--- src/rtl/fp_add_sequencer.sv ---
// rtl/fp_add_sequencer.sv - operand-pair FIFO feeding a float adder one Go/Ready op at a time
// Results come back in push order; a missing Ready becomes a quiet-NaN timeout result.
module fp_add_sequencer #(
  parameter int DEPTH   = 4,
  parameter int TIMEOUT = 64
) (
  input  logic                       clk,
  input  logic                       rst_n,
  input  logic                       in_valid,
  output logic                       in_ready,
  input  logic [31:0]                in_a,
  input  logic [31:0]                in_b,
  output logic [31:0]                add_a,
  output logic [31:0]                add_b,
  output logic                       go,
  input  logic [31:0]                add_result,
  input  logic                       add_ready,
  input  logic                       add_zero,
  input  logic                       add_inf,
  input  logic                       add_nan,
  output logic                       out_valid,
  input  logic                       out_ready,
  output logic [31:0]                out_result,
  output logic                       out_zero,
  output logic                       out_inf,
  output logic                       out_nan,
  output logic                       out_timeout,
  output logic [$clog2(DEPTH+1)-1:0] count,
  output logic                       busy
);
  localparam int AW = $clog2(DEPTH);
  localparam int CW = $clog2(DEPTH + 1);
  localparam int TW = $clog2(TIMEOUT);
  localparam logic [TW-1:0] TLAST = TW'(TIMEOUT - 1);
  localparam logic [CW-1:0] FULLC = CW'(DEPTH);

  typedef enum logic [1:0] {S_IDLE, S_ISSUE, S_WAIT, S_HOLD} state_t;

  state_t        state, state_nx;
  logic [31:0]   mem_a [DEPTH];
  logic [31:0]   mem_b [DEPTH];
  logic [AW-1:0] wr_ptr, rd_ptr;
  logic [TW-1:0] timer;
  logic          armed;
  logic          push, pop, done, expire, empty, full;

  assign empty    = (count == '0);
  assign full     = (count == FULLC);
  assign in_ready = !full;
  assign push     = in_valid && !full;
  assign busy     = (state != S_IDLE);

  always_comb begin
    state_nx = state;
    go       = 1'b0;
    pop      = 1'b0;
    done     = 1'b0;
    expire   = 1'b0;
    case (state)
      S_IDLE: if (!empty && !out_valid) begin
        pop      = 1'b1;
        state_nx = S_ISSUE;
      end
      S_ISSUE: begin
        go       = 1'b1;
        state_nx = S_WAIT;
      end
      // Completion wins over expiry when both land on the same edge.
      S_WAIT: if (armed && add_ready) begin
        done     = 1'b1;
        state_nx = S_HOLD;
      end else if (timer == TLAST) begin
        expire   = 1'b1;
        state_nx = S_HOLD;
      end
      S_HOLD: if (out_valid && out_ready) state_nx = S_IDLE;
      default: state_nx = S_IDLE;
    endcase
  end

  always_ff @(posedge clk or negedge rst_n) begin
    if (!rst_n) state <= S_IDLE;
    else        state <= state_nx;
  end

  always_ff @(posedge clk) begin
    if (push) begin
      mem_a[wr_ptr] <= in_a;
      mem_b[wr_ptr] <= in_b;
    end
  end

  always_ff @(posedge clk or negedge rst_n) begin
    if (!rst_n) begin
      wr_ptr      <= '0;
      rd_ptr      <= '0;
      count       <= '0;
      add_a       <= '0;
      add_b       <= '0;
      timer       <= '0;
      armed       <= 1'b0;
      out_valid   <= 1'b0;
      out_result  <= '0;
      out_zero    <= 1'b0;
      out_inf     <= 1'b0;
      out_nan     <= 1'b0;
      out_timeout <= 1'b0;
    end else begin
      if (push) wr_ptr <= wr_ptr + AW'(1);
      case ({push, pop})
        2'b10:   count <= count + CW'(1);
        2'b01:   count <= count - CW'(1);
        default: ;
      endcase
      if (pop) begin
        add_a  <= mem_a[rd_ptr];
        add_b  <= mem_b[rd_ptr];
        rd_ptr <= rd_ptr + AW'(1);
      end
      // armed only after Ready is seen low, so a Ready left high by the previous op is ignored.
      if (go) begin
        timer <= '0;
        armed <= 1'b0;
      end else if (state == S_WAIT) begin
        timer <= timer + TW'(1);
        if (!add_ready) armed <= 1'b1;
      end
      if (done) begin
        out_valid   <= 1'b1;
        out_result  <= add_result;
        out_zero    <= add_zero;
        out_inf     <= add_inf;
        out_nan     <= add_nan;
        out_timeout <= 1'b0;
      end else if (expire) begin
        out_valid   <= 1'b1;
        out_result  <= 32'h7FC0_0000;
        out_zero    <= 1'b0;
        out_inf     <= 1'b0;
        out_nan     <= 1'b1;
        out_timeout <= 1'b1;
      end else if (state == S_HOLD && out_ready) begin
        out_valid <= 1'b0;
      end
    end
  end
endmodule

--- config.mk ---
export PLATFORM = sky130hd
export DESIGN_NAME = fp_add_sequencer
export DESIGN_NICKNAME = d
export VERILOG_FILES = /design/src/rtl/fp_add_sequencer.sv
export SDC_FILE = /design/constraint.sdc
export NUM_CORES = 1
export LEC_CHECK = 0
export ABC_AREA = 1
export CAP_MARGIN = 0
export CORE_ASPECT_RATIO = 1.5
export CORE_UTILIZATION = 49
export DETAILED_ROUTE_END_ITERATION = 6
export PLACE_DENSITY_LB_ADDON = 0.15
export SLEW_MARGIN = 20
export SYNTH_ARGS = -nofsm -noshare
export SYNTH_HDL_FRONTEND = slang
export SYNTH_SLANG_ARGS = --single-unit
--- constraint.sdc ---
create_clock -name clk -period 3.6 [get_ports clk]
set_input_delay 0.72 -clock clk [delete_from_list [all_inputs] [get_ports clk]]
set_output_delay 0.72 -clock clk [all_outputs]
set_load 0.03 [all_outputs]
==> results.yml <==
outcome:
  run_status: "finished, final reports clean"
logic_synthesis:
  synth_flop_cell: "edfxtp_1"
  ys_ff_latch: 373
  synth_top_cell_area_share_pct: 53.10
  yosysMostFrequentCell: "edfxtp_1"
  synth_edf_count: 256
  syn-cell-area_sq_um: 14480
  yosysSeqAreaShare_pct: 73.32
  syn_nets: 1283
  postSynthCellCount: 1168
  ys_types: 31
  synth_commonest_cells: "edfxtp_1 (256), nand2_1 (239), nor2_1 (149)"
  avgSynthCellArea_sq_um: 12.40
  postSynth.asyncResetShare_pct: 31.37
  ys_warn_count: 0
  yosys-top-cells-area: "edfxtp_1 (53%), dfrtp_1 (20%), nand2_1 (6.2%), o21ai_0 (4.8%), nor2_1 (3.9%)"
  yosysTopAreaCell: "edfxtp_1"
die:
  die_h_microns: 212.5
  coreArea_sq_um: 28910
  die-area_sq_um: 30250
  num_rows: 76
  initial_core_util_pct: 50.08
  io_pins: 211
  fp.dieW_microns: 142.3
sta:
  tightestPinTransition_ns: 0.8702
  min_period_ns: 2.761
  hold_violations: 0
  holdWs_ns: 0.3222
  maxSlewHeadroom_pct: 41.99
  max_freq_mhz: 362.2
  slew_violations: 0
  rsz0062_at_grt: "false"
  skew_ns: 0.01198
  setup-violations-final: 0
  post-route-period-util_pct: 76.69
worst_setup_path:
  rr_startpoint: "state[0]$_DFFE_PN0P_"
  cp_slowest_stage_delay_ns: 0.73
  r2r_end: "count[2]$_DFFE_PN0P_"
  criticalPathCategory: "reg2out"
  rr_worst_depth: 11
  worst-path-max-fanout: 4
  path_cells: "inv_1, ha_1, inv_2, clkdlybuf4s50_1"
  required_ns: 2.88
  start_kind: "flip-flop"
  crit_arrival_ns: 2.04
  end_kind: "primary output"
  r2r_slack_ns: 1.31
  crit_slowest_cell: "clkdlybuf4s50_1"
placement:
  portBuffers: 210
  dpl.hpwl_microns: 18790
  gp_congestion: 0.7388
  place_inst: 1717
pwr:
  irDropWorstVdd_mv: 0.5003
  p_leak_nw: 6.750
  powerDensity_nw_per_um2: 911.8
global_routing:
  grt_antenna_before_repair: 0
  grt_use_total_pct: 21.63
  grt_overflow_total: 0
  grt_pass1_vias: 9334
  grt_pass1_wl_microns: 49720
  grt_max_degree: 104
cts:
  htreeDepth: 2
  clockRootBuffer: "clkbuf_16"
  cts_hold_buf: 0
  clock_latency_ns: 0.51
  cts.repair.resized: 0
  cts_tree: "yes"
  clock_sinks: 373
  path_clk_slew_ns: 0.06
  cts_buffers: 34
  ctsLongestPathBuffers: 3
  post_cts_buffers: 0
final_layout:
  n_antenna_cell: 0
  drive_gt1_share_pct: 8.069
  stdcell_count: 1778
  final_core_util_pct: 61.97
  fin_nets: 1478
  area_growth_syn_to_layout_pct: 23.74
drt:
  wirelength_microns: 31880
  avgRoutedWirePerCell_microns: 17.93
  drc: 0
  antenna_left: 0
  viasPerCell: 5.282
  num_vias: 9392
  firstDrtPassIters: 5
  drtIter0Drc: 494
run:
  drv_cap: 0
hold_path:
  worstHoldPathType: "in2async"
## stage by stage
step	setup TNS (ns)	worst slack, ns	cell area (sq um)	total power [mW]
after floorplan	-200.61	-0.7836	14480	10.73
after global placement	0	0.8161	16850	12.90
after detailed placement	0	0.8107	16850	13.05
after CTS	0	0.7746	17910	16.53
after global routing	0	0.7291	17910	17.32
final	0	0.8391	17910	16.33
## metal layers
| layer | share of wire, % | global-route usage, % |
|---|---|---|
| met5 | 0 | 0 |
| met4 | 2.2 | 6.674 |
| met3 | 5.6 | 3.964 |
| met2 | 52 | 39.37 |
| met1 | 40 | 25.76 |
## sequential cells by signal, summed over array words and instances (netlist names)
| register | cells |
|---|---|
| mem_b | 128 |
| mem_a | 128 |
| out_nan | 1 |
| armed | 1 |
| out_timeout | 1 |
| out_inf | 1 |
| wr_ptr | 2 |
| state | 2 |
| out_zero | 1 |
| add_a | 32 |
| out_result | 32 |
| count | 3 |
| out_valid | 1 |
| add_b | 32 |
| rd_ptr | 2 |
| timer | 6 |
## final cells by class
type	count	area (sq um)
clock inverters	11	108.9
well taps	390	488.0
inverters	24	92.59
multi-input cells	700	3372
clock buffers	50	952.2
repair buffers	230	2281
fillers	2307	10990
flip-flops and latches	373	10620
## worst max path at each step
stage,from,end,slack (ns),depth (start not counted)
finish,state[0]$_DFFE_PN0P_,busy,0.84,4
global route,state[0]$_DFFE_PN0P_,busy,0.73,4
CTS,state[0]$_DFFE_PN0P_,busy,0.77,4
detailed placement,in_valid,count[2]$_DFFE_PN0P_,0.81,8
global placement,in_valid,count[2]$_DFFE_PN0P_,0.82,8
floorplan,count[0]$_DFFE_PN0P_,mem_a[0][0]$_DFFE_PP_,-0.78,4
## layout by cell type, fill, tap and decap left out, drive strengths merged, types with 10 or more instances in the layout
master         count
o22ai             64
clkdlybuf4s50    209
clkbuf            51
nand2            240
a21oi             10
dfrtp            117
edfxtp           256
buf               20
ha                10
nor2             152
inv               25
o21ai            206
## report_power, final
group	switching, mW	internal, mW
clock network	1.48	1.99
logic	4.31	2.22
registers	0.456	5.89
total	6.24	10.1
## logic make-up after synthesis
kind of cell,after synthesis,share of synthesized area (%)
and+or+nand+nor,404,10.75
adders and majority gates,11,1.003
buffers and inverters,95,3.595
xor gates and xnor gates,4,0.2420
DFF,373,73.32
AOI/OAI and AO/OA,281,11.09
## critical path: cells and delay by family, from the launching register on
family / cells / cell delay [ns]
buffers and inverters: 3 / 0.90
DFF: 1 / 0.39
adders and majority gates: 1 / 0.23
(Power assumes the default switching activity.)
